## src/rtl/mmio_pkg.sv

```systemverilog
// -----------------------------------------------------------------------------
// mmio_pkg
// Shared constants for the memory-mapped timer/UART responder:
//   - register offsets inside the 256-byte window
//   - funct3-style access size encodings
//   - STATUS register bit positions
//   - load formatting helper (lane select plus sign/zero extension)
// -----------------------------------------------------------------------------
package mmio_pkg;

  // Register offsets (a[7:0])
  localparam logic [7:0] OFF_TXDATA      = 8'h00;
  localparam logic [7:0] OFF_STATUS      = 8'h04;
  localparam logic [7:0] OFF_MTIME_LO    = 8'h08;
  localparam logic [7:0] OFF_MTIME_HI    = 8'h0C;
  localparam logic [7:0] OFF_MTIMECMP_LO = 8'h10;
  localparam logic [7:0] OFF_MTIMECMP_HI = 8'h14;

  // Access sizes (funct3 encoding)
  localparam logic [2:0] SZ_B  = 3'b000;
  localparam logic [2:0] SZ_H  = 3'b001;
  localparam logic [2:0] SZ_W  = 3'b010;
  localparam logic [2:0] SZ_BU = 3'b100;
  localparam logic [2:0] SZ_HU = 3'b101;

  // STATUS bit positions
  localparam int ST_TX_EMPTY  = 0;
  localparam int ST_TX_FULL   = 1;
  localparam int ST_TIMER_IRQ = 2;
  localparam int ST_OVERFLOW  = 3;
  localparam int ST_COUNT_LSB = 8;

  // Picks the addressed byte/half out of a register word and extends it the
  // way the load instruction expects; unknown size codes return the word.
  function automatic logic [31:0] fmt_load(input logic [31:0] word,
                                           input logic [2:0]  size,
                                           input logic [1:0]  lane);
    logic [7:0]  b;
    logic [15:0] h;
    logic [31:0] res;
    b = word[{lane, 3'b000} +: 8];
    h = lane[1] ? word[31:16] : word[15:0];
    case (size)
      SZ_B:    res = {{24{b[7]}}, b};
      SZ_H:    res = {{16{h[15]}}, h};
      SZ_BU:   res = {24'h00_0000, b};
      SZ_HU:   res = {16'h0000, h};
      default: res = word;
    endcase
    return res;
  endfunction

endpackage

```

## src/rtl/sync_fifo.sv

```systemverilog
// -----------------------------------------------------------------------------
// sync_fifo
// Single-clock FIFO with registered storage; head entry is visible on o_head
// whenever the FIFO is non-empty. Storage is cleared by reset so the head
// reads zero afterwards.
// Ports:
//   clk, reset   system clock, synchronous active-high reset
//   i_push       write i_data (accepted when not full, or when popping too)
//   i_data       entry to write
//   i_pop        consume the head entry (ignored when empty)
//   o_head       entry at the read pointer
//   o_empty      no entries
//   o_full       DEPTH entries
//   o_count      number of entries, 0..DEPTH
// -----------------------------------------------------------------------------
module sync_fifo #(
  parameter int WIDTH = 8,
  parameter int DEPTH = 8
) (
  input  logic                     clk,
  input  logic                     reset,
  input  logic                     i_push,
  input  logic [WIDTH-1:0]         i_data,
  input  logic                     i_pop,
  output logic [WIDTH-1:0]         o_head,
  output logic                     o_empty,
  output logic                     o_full,
  output logic [$clog2(DEPTH):0]   o_count
);

  localparam int AW = $clog2(DEPTH);
  localparam logic [AW-1:0] PTR_ONE  = AW'(1'b1);
  localparam logic [AW:0]   CNT_ONE  = (AW+1)'(1'b1);
  localparam logic [AW:0]   CNT_FULL = (AW+1)'(DEPTH);

  logic [WIDTH-1:0] r_mem [DEPTH];
  logic [AW-1:0]    r_rptr;
  logic [AW-1:0]    r_wptr;
  logic [AW:0]      r_count;
  logic             w_do_push;
  logic             w_do_pop;

  assign o_empty   = (r_count == {(AW+1){1'b0}});
  assign o_full    = (r_count == CNT_FULL);
  assign w_do_pop  = i_pop && !o_empty;
  // A pop in the same cycle frees the slot, so a full FIFO still accepts.
  assign w_do_push = i_push && (!o_full || w_do_pop);
  assign o_head    = r_mem[r_rptr];
  assign o_count   = r_count;

  // Storage, pointers and occupancy count.
  always_ff @(posedge clk) begin
    if (reset) begin
      for (int i = 0; i < DEPTH; i++) begin
        r_mem[i] <= {WIDTH{1'b0}};
      end
      r_rptr  <= {AW{1'b0}};
      r_wptr  <= {AW{1'b0}};
      r_count <= {(AW+1){1'b0}};
    end else begin
      if (w_do_push) begin
        r_mem[r_wptr] <= i_data;
        r_wptr        <= r_wptr + PTR_ONE;
      end
      if (w_do_pop) begin
        r_rptr <= r_rptr + PTR_ONE;
      end
      case ({w_do_push, w_do_pop})
        2'b10:   r_count <= r_count + CNT_ONE;
        2'b01:   r_count <= r_count - CNT_ONE;
        default: r_count <= r_count;
      endcase
    end
  end

endmodule

```

## src/rtl/mmio_timer_uart.sv

```systemverilog
// -----------------------------------------------------------------------------
// mmio_timer_uart
// Peripheral responder on the data-memory bus: 64-bit machine timer with a
// compare interrupt plus a byte TX FIFO drained over a valid/ready stream.
// Ports:
//   clk, reset          system clock, synchronous active-high reset
//   we, mem_size, a, wd store strobe, funct3 size, byte address, store data
//   hit                 address falls in this 256-byte window
//   rd                  formatted load data, zero outside the window
//   tx_byte, tx_valid   FIFO head and non-empty flag
//   tx_ready            downstream accepts tx_byte this cycle
//   timer_irq           mtime >= mtimecmp (unsigned, from registered values)
// -----------------------------------------------------------------------------
module mmio_timer_uart
  import mmio_pkg::*;
#(
  parameter logic [31:0] BASE       = 32'h0002_0000,
  parameter int          FIFO_DEPTH = 8
) (
  input  logic        clk,
  input  logic        reset,
  input  logic        we,
  input  logic [2:0]  mem_size,
  input  logic [31:0] a,
  input  logic [31:0] wd,
  output logic        hit,
  output logic [31:0] rd,
  output logic [7:0]  tx_byte,
  output logic        tx_valid,
  input  logic        tx_ready,
  output logic        timer_irq
);

  localparam int CW = $clog2(FIFO_DEPTH) + 1;

  logic          w_hit;
  logic [7:0]    w_off;
  logic [7:0]    w_word_off;
  logic          w_wr;
  logic          w_wr_word;
  logic          w_push;
  logic          w_pop;
  logic          w_empty;
  logic          w_full;
  logic          w_irq;
  logic [CW-1:0] w_count;
  logic [31:0]   w_rd_word;
  logic [63:0]   r_mtime;
  logic [63:0]   r_mtimecmp;
  logic          r_overflow;

  assign w_hit      = (a[31:8] == BASE[31:8]);
  assign w_off      = a[7:0];
  // Loads address any byte of a register; the word offset picks the register.
  assign w_word_off = {a[7:2], 2'b00};
  assign w_wr       = we && w_hit;
  assign w_wr_word  = w_wr && (mem_size == SZ_W);
  assign w_push     = w_wr && (w_off == OFF_TXDATA);
  assign w_pop      = !w_empty && tx_ready;
  assign w_irq      = (r_mtime >= r_mtimecmp);

  sync_fifo #(
    .WIDTH (8),
    .DEPTH (FIFO_DEPTH)
  ) u_tx_fifo (
    .clk     (clk),
    .reset   (reset),
    .i_push  (w_push),
    .i_data  (wd[7:0]),
    .i_pop   (tx_ready),
    .o_head  (tx_byte),
    .o_empty (w_empty),
    .o_full  (w_full),
    .o_count (w_count)
  );

  // Machine timer: a store to either half replaces that half and skips the
  // increment for that cycle, so no carry crosses halves on a store.
  always_ff @(posedge clk) begin
    if (reset) begin
      r_mtime <= 64'd0;
    end else if (w_wr_word && (w_off == OFF_MTIME_LO)) begin
      r_mtime[31:0] <= wd;
    end else if (w_wr_word && (w_off == OFF_MTIME_HI)) begin
      r_mtime[63:32] <= wd;
    end else begin
      r_mtime <= r_mtime + 64'd1;
    end
  end

  // Compare register, changed by word stores only.
  always_ff @(posedge clk) begin
    if (reset) begin
      r_mtimecmp <= 64'hFFFF_FFFF_FFFF_FFFF;
    end else if (w_wr_word && (w_off == OFF_MTIMECMP_LO)) begin
      r_mtimecmp[31:0] <= wd;
    end else if (w_wr_word && (w_off == OFF_MTIMECMP_HI)) begin
      r_mtimecmp[63:32] <= wd;
    end else begin
      r_mtimecmp <= r_mtimecmp;
    end
  end

  // Sticky overflow: set when a byte is dropped, cleared by writing 1 to bit 3.
  always_ff @(posedge clk) begin
    if (reset) begin
      r_overflow <= 1'b0;
    end else if (w_push && w_full && !w_pop) begin
      r_overflow <= 1'b1;
    end else if (w_wr_word && (w_off == OFF_STATUS) && wd[ST_OVERFLOW]) begin
      r_overflow <= 1'b0;
    end else begin
      r_overflow <= r_overflow;
    end
  end

  // Register read mux; TXDATA and unmapped offsets read zero.
  always_comb begin
    w_rd_word = 32'd0;
    case (w_word_off)
      OFF_STATUS: begin
        w_rd_word[ST_TX_EMPTY]            = w_empty;
        w_rd_word[ST_TX_FULL]             = w_full;
        w_rd_word[ST_TIMER_IRQ]           = w_irq;
        w_rd_word[ST_OVERFLOW]            = r_overflow;
        w_rd_word[ST_COUNT_LSB +: CW]     = w_count;
      end
      OFF_MTIME_LO:    w_rd_word = r_mtime[31:0];
      OFF_MTIME_HI:    w_rd_word = r_mtime[63:32];
      OFF_MTIMECMP_LO: w_rd_word = r_mtimecmp[31:0];
      OFF_MTIMECMP_HI: w_rd_word = r_mtimecmp[63:32];
      default:         w_rd_word = 32'd0;
    endcase
  end

  assign hit       = w_hit;
  // Zero outside the window so the result can be OR-merged with dmem data.
  assign rd        = w_hit ? fmt_load(w_rd_word, mem_size, a[1:0]) : 32'd0;
  assign tx_valid  = !w_empty;
  assign timer_irq = w_irq;

endmodule

```

## config.mk

```make
export PLATFORM = sky130hd
export DESIGN_NAME = mmio_timer_uart
export DESIGN_NICKNAME = d
export VERILOG_FILES = /design/src/rtl/mmio_pkg.sv /design/src/rtl/sync_fifo.sv /design/src/rtl/mmio_timer_uart.sv
export SDC_FILE = /design/constraint.sdc
export NUM_CORES = 1
export LEC_CHECK = 0
export ABC_CLOCK_PERIOD_IN_PS = 5700
export CAP_MARGIN = 20
export CORE_UTILIZATION = 50
export CTS_CLUSTER_DIAMETER = 30
export DETAILED_ROUTE_END_ITERATION = 8
export PLACE_DENSITY_LB_ADDON = 0.15
export SYNTH_ARGS = -nofsm -noshare
export SYNTH_HDL_FRONTEND = slang
export SYNTH_SLANG_ARGS = --single-unit
```

## constraint.sdc

```tcl
create_clock -name clk -period 5.7 [get_ports clk]
set_clock_uncertainty 0.1 [all_clocks]
set_input_delay 1.14 -clock clk [delete_from_list [all_inputs] [get_ports clk]]
set_output_delay 1.14 -clock clk [all_outputs]
set_load 0.005 [all_outputs]
```

### Yosys cells after proc, flatten, opt, wreduce, memory -nomap -nowiden

Memories as Yosys holds them, arrays and structs flattened. A register that Yosys moved wholly into a read port is not among the register bits.
Cells that the tools add are included.
Widths: inputs -> output; s select.

| operators by class | value |
|---|---|
| $add $sub $neg | 5 |
| order comparisons | 1 |
| equal/unequal tests | 19 |
| shifts and indexed selects | 1 |
| multiplexer cells | 23 |
| bitwise logic cells | 1 |
| reduce and logical (&&, ||, !) cells | 24 |

Operators with widths:

| cell | number |
|---|---|
| $mux 32 | 4 |
| $pmux 32 s4 | 1 |
| $pmux 20 s4 | 1 |
| $add 64x1->64 const B | 1 |
| $ge 64x64->1 | 1 |
| $pmux 4 s5 | 2 |
| $shiftx 32x6->8 | 1 |
| $eq 24x10->1 const B | 1 |
| $eq 8x4->1 const B | 2 |
| $eq 8x5->1 const B | 2 |
| $mux 16 | 1 |
| $pmux 4 s4 | 1 |
| $logic_and 1x1->1 | 13 |
| $eq 6x2->1 const B | 2 |
| $eq 6x3->1 const B | 2 |
| $mux 3 | 3 |
| $eq 8x3->1 const B | 1 |
| $logic_not 8->1 | 1 |
| $mux 1 | 8 |
| $mux 8 | 1 |
| $pmux 4 s2 | 1 |
| $reduce_or 8->1 | 1 |
| $add 3x1->3 const B | 2 |
| $eq 3x3->1 const B | 2 |
| 16 further kinds | 19 |

| word-level totals | value |
|---|---|
| flip-flop bits (word level) | 139 |
| memory bits (writable) | 64 |
| input port bits | 71 |
| word-level logic and storage cells | 83 |
| memories | 1 |

Memory list:

| memory | words | width | read ports | clocked after memory_dff | wr ports | RTL line | RTL |
|---|---|---|---|---|---|---|---|
| u_tx_fifo.r_mem | 8 | 8 | 1 | 1 | 8 | sync_fifo.sv:36 | `logic [WIDTH-1:0] r_mem [DEPTH];` |

### Longest topological paths before layout

Gate-level depths: netlist of the first run.

| depth | value |
|---|---|
| word-level depth | 10 |
| mapped depth | 13 |
| depth with buffers taken out | 12 |

### Cells and area by module

Synthesis of the first run repeated with hierarchy kept, for this count alone.

| second synthesis, totals | value |
|---|---|
| cells, all modules | 1418 |
| area total of the unflattened synthesis | 12669.7 µm² |

By module, submodules not included:

| module | times used | cells an instance | area each (µm²) | sequential area each (µm²) |
|---|---|---|---|---|
| mmio_timer_uart | 1 | 1170 | 9063.7 | 2582.5 |
| sync_fifo | 1 | 248 | 3606.0 | 2182.1 |

### Worst setup path after synthesis of the first run

No wires, ideal clock.

| timing path | value |
|---|---|
| path type | input -> output |
| start | in a[5] |
| end | out rd[7] |
| arrival | 2.944 ns |
| required time | 4.460 ns |
| slack | 1.516 ns |
| cell stages on the path | 8 |
| path buffers | 1 |
| cells stage by stage | nor4b_2 -> and2_1 -> buf_2 -> inv_2 -> o221ai_1 -> mux4_2 -> nor3_1 -> a2111oi_0 |

| on the way | value |
|---|---|
| longest elaborated chain between the ends | 5 |
| elaborated cells on any way between the ends | 10 |
| classes of those cells | 4 x eq/ne; 1 x shift; 5 x mux |

RTL lines:

| item | RTL line | RTL |
|---|---|---|
| start: declaration | mmio_timer_uart.sv:24 | `input logic [31:0] a,` |
| $eq 6x3->1 or $eq 6x2->1 (tied branches) | mmio_timer_uart.sv:120 | `case (w_word_off)` |
| $pmux 4 s4 or $pmux 20 s4 (tied branches) | mmio_timer_uart.sv:120 |  |
| $shiftx 32x6->8 or $mux 16 (tied branches) | mmio_pkg.sv:41, mmio_pkg.sv:42 |  |
| $pmux 32 s4 * | mmio_pkg.sv:43 | `case (size)` |
| $mux 32 * | mmio_timer_uart.sv:138 | `assign rd = w_hit ? fmt_load(w_rd_word, mem_size, a[1:0]) : 32'd0;` |
| end: declaration | mmio_timer_uart.sv:27 | `output logic [31:0] rd,` |

Every way passes the cells marked *; elsewhere a longest branch is shown, timed or not.

### Worst setup path after layout of the first run

| timing path | value |
|---|---|
| start | in a[4] |
| end | out rd[22] |

The elaborated chain is that of the path after synthesis.

==> out/metrics.yaml, run 1 <==
place:
  placed_area_sq_mm: 0.0143
  io_buffers: 113
  dp_hpwl_um: 33000
  gp_congestion: 0.975
setup_path:
  worstPathMaxFanout: 16
  crit_family: "buffers and inverters"
  worstPathCellList: "clkdlybuf4s50_1 -> nor4b_2 -> buf_4 -> and2_1 -> buf_4 -> a22oi_1 -> o21ai_0 -> mux4_2 -> nand3b_1 -> o21ai_0 -> clkdlybuf4s50_1"
  critPathLaunchType: "primary input"
  critPathRequiredTime_ns: 4.46
  worstPathArrival_ns: 4.29
  max_stage_delay_ns: 0.52
  end_kind: "output pin"
  worstSetupPathType: "primary input to output pin"
  crit_buf_inv: 4
  cp_slowest_cell: "mux4_2"
synthesis:
  ys_seq_elements: 206
  synth.area.top_cells: "dfxtp_1 22%, edfxtp_1 15%, ha_1 6.7%"
  synth_top_cell_by_area: "dfxtp_1"
  synth_nets: 1614
  postSynthAreaPerCell_sq_um: 8.76
  ys_types: 84
  yosys_warnings: 0
  ys_async_sr_fraction_pct: 0
  synthFlopType: "dfxtp_1"
  yosysTopAreaCellShare_pct: 22.0
  synthCells: 1473
  ys_seq_area_share_pct: 36.9
  synth.cell_area_sq_mm: 0.0129
  synth-edff-count: 64
final_layout:
  syn2layout_area_growth_pct: 24.2
  post-route-cell-area_sq_mm: 0.0160
  fill_cells: 2138
  drive_above_1_share_pct: 12.4
  diodes: 0
  nNetsFinal: 1716
  seqCellArea_sq_mm: 0.00476
  multi_input_area_sq_mm: 0.00747
timing:
  period_needed_ns: 5.53
  rsz0062_at_grt: "no"
  slew_violations: 0
  max-slew-margin-rel_pct: 38.0
  fin_setup_tns_ns: 0
  setup_violations: 0
  hold_viol: 0
  worst-slew-pin-transition_ns: 0.930
  fmax_ghz: 0.181
  timing.final.crit_share_pct: 97.1
routing:
  drtAntennaViolNets: 0
  drt_iter0_markers: 1394
  routedWlPerCell_um: 23.1
  firstDrtPassIters: 7
  postRouteWirelength_um: 44800
  vias: 12330
  avgViaCountPerCell: 6.34
  drcViolationCount: 0
floorplan:
  rows: 58
  start_util_pct: 51.1
  ios: 114
  die_h_um: 163
  dieWidth_um: 163
  core_area_sq_mm: 0.0253
  dieArea_sq_mm: 0.0265
cts:
  clock_path_buffers: 3
  htreeDepth: 2
  cts_made_buffers: 47
  cts_tree: "yes"
  cts_hold_buf: 0
  clk_latency_ns: 0.53
  cts_sinks: 206
  cts_root_buf: "clkbuf_16"
  clkTransAtPathRegs_ns: 0.05
power:
  peakVddDrop_uv: 306
  p_int_w: 0.00351
  power_frac_clock_pct: 61.1
  p_sw_w: 0.000984
  combPwrFrac_pct: 4.4
  p_leak_nw: 6.39
  switching_share_pct: 21.9
  cellPowerDensity_mw_per_mm2: 280
  seqPwrFrac_pct: 34.5
worst_hold_path:
  min_path_type: "register to register"
grt:
  grt_max_degree: 80
  grt_pass1_vias: 11810
  track_usage_pct: 34.0
  grt_pass1_wl_um: 68500
  antenna_found_initial: 0
  grt_overflow_total: 0
status:
  outcome: "finished, final reports clean"
job:
  timing.max_cap.violations: 0
## power by group through the flow
stage / sequential (W) / clock [W] / combinational, W
after floorplan: 0.00157 / 0 / 0.0000875
after global placement: 0.00157 / 0 / 0.000194
after detailed placement: 0.00158 / 0 / 0.000196
after CTS: 0.00155 / 0.00277 / 0.000197
after global routing: 0.00155 / 0.00284 / 0.000209
final: 0.00155 / 0.00274 / 0.000198
## metrics by stage
step,util (%),hold WS (ns),total power (W),setup WS (ns),instances
4_1_cts,63.3,0.393,0.00451,0.170,1943
2_1_floorplan,-,0.349,0.00166,1.52,1473
6_report,63.5,0.396,0.00449,0.166,1944
3_3_place_gp,56.8,0.395,0.00177,0.236,1855
5_1_grt,63.5,0.435,0.00460,0.000129,1944
3_5_place_dp,56.8,0.384,0.00177,0.195,1855
## path summary, 6_finish.rpt
path                           startpoint                       end  slack (ns)  cells past startpoint
setup reg to reg  r_mtime[1]$_SDFFE_PP0P_  r_mtime[54]$_SDFFE_PP0N_        2.44                      8
hold / removal    r_overflow$_SDFFE_PP0P_   r_overflow$_SDFFE_PP0P_        0.40                      2
setup / recovery                     a[4]                    rd[22]        0.17                     11
hold reg to reg   r_overflow$_SDFFE_PP0P_   r_overflow$_SDFFE_PP0P_        0.40                      2
## layer usage
| layer | share of wire [%] | global-route usage, % | vias up |
|---|---|---|---|
| met5 | 0 | 0 | - |
| met4 | 5.8 | 18.4 | 0 |
| met3 | 7.6 | 5.30 | 152 |
| met2 | 49 | 58.6 | 648 |
| met1 | 38 | 40.5 | 5835 |
| li1 | - | - | 5695 |
## cells in the final DEF, fill, tap and decap left out, types with 49 or more instances in the layout
master           instances
clkdlybuf4s50_1        111
nor2_1                 102
a21oi_1                 75
o21ai_0                 55
o211ai_1                70
nand2_1                179
and2_1                  74
dfxtp_1                142
edfxtp_1                64
clkbuf_16               49
ha_1                    69
inv_1                   77
## state kept, by name, indices dropped and copies added (netlist names), named ones only
register and count:
r_mtimecmp 64, u_tx_fifo.r_mem 64, u_tx_fifo.o_count 4, r_mtime 64, u_tx_fifo.r_rptr 3, u_tx_fifo.r_wptr 3, r_overflow 1
## cell families (layout without fill, tap and decap cells)
group           count (synthesis)  in the layout  share of synthesized area [%]
simple gates                  571            571                           23.0
xor+xnor                        9              9                          0.611
buf+inv                       174            315                           5.46
flops                         206            206                           36.9
compound gates                371            371                           19.6
fa+ha+maj                      70             70                           6.84
mux                            72             72                           7.52
## worst reg2reg max path, delay by kind of cell (launching register included)
kind	cells	cell delay, ns
and+or+nand+nor	6	2.09
DFF	1	0.52
adders and majority gates	1	0.32
AOI/OAI and AO/OA	1	0.16
## cells in the mapped netlist, types with 10 or more instances
master and number:
a31oi_1 19, inv_1 77, o21ai_0 55, o221ai_1 21, nand2b_1 10, ha_1 69, nor4_1 23, a211oi_1 19
dfxtp_1 142, o21ai_1 13, edfxtp_1 64, nand3_1 23, or2_2 10, a22oi_1 12, o22ai_1 11, and2_1 74
mux2_2 20, nand4_1 30, nor3_1 47, nor2_1 103, a21oi_1 75, mux2i_1 34, buf_2 35, clkbuf_1 53
o211ai_1 70, nand2_1 180, mux4_2 18
## cell type report
cell class	instances	area share, %
well taps	330	2.58
inverters	79	1.85
clock buffers	59	8.14
repair buffers	148	8.99
multi-input cells	1093	46.6
flip-flops and latches	206	29.7
clock inverters	29	2.07
## what timing repair did
item                                    4_1_cts  5_1_grt
endpoints found under the setup margin        0       12
buffers inserted                              0        0
gates resized for setup                       0        3
Note: power is estimated with default switching activity, not from simulation.
==> run 2, diff against run 1 <==
HOLD_SLACK_MARGIN = 0.05   (was not set)
==> results of run 2 <==
The final DEF is identical to that of run 1; final timing and power are the same.
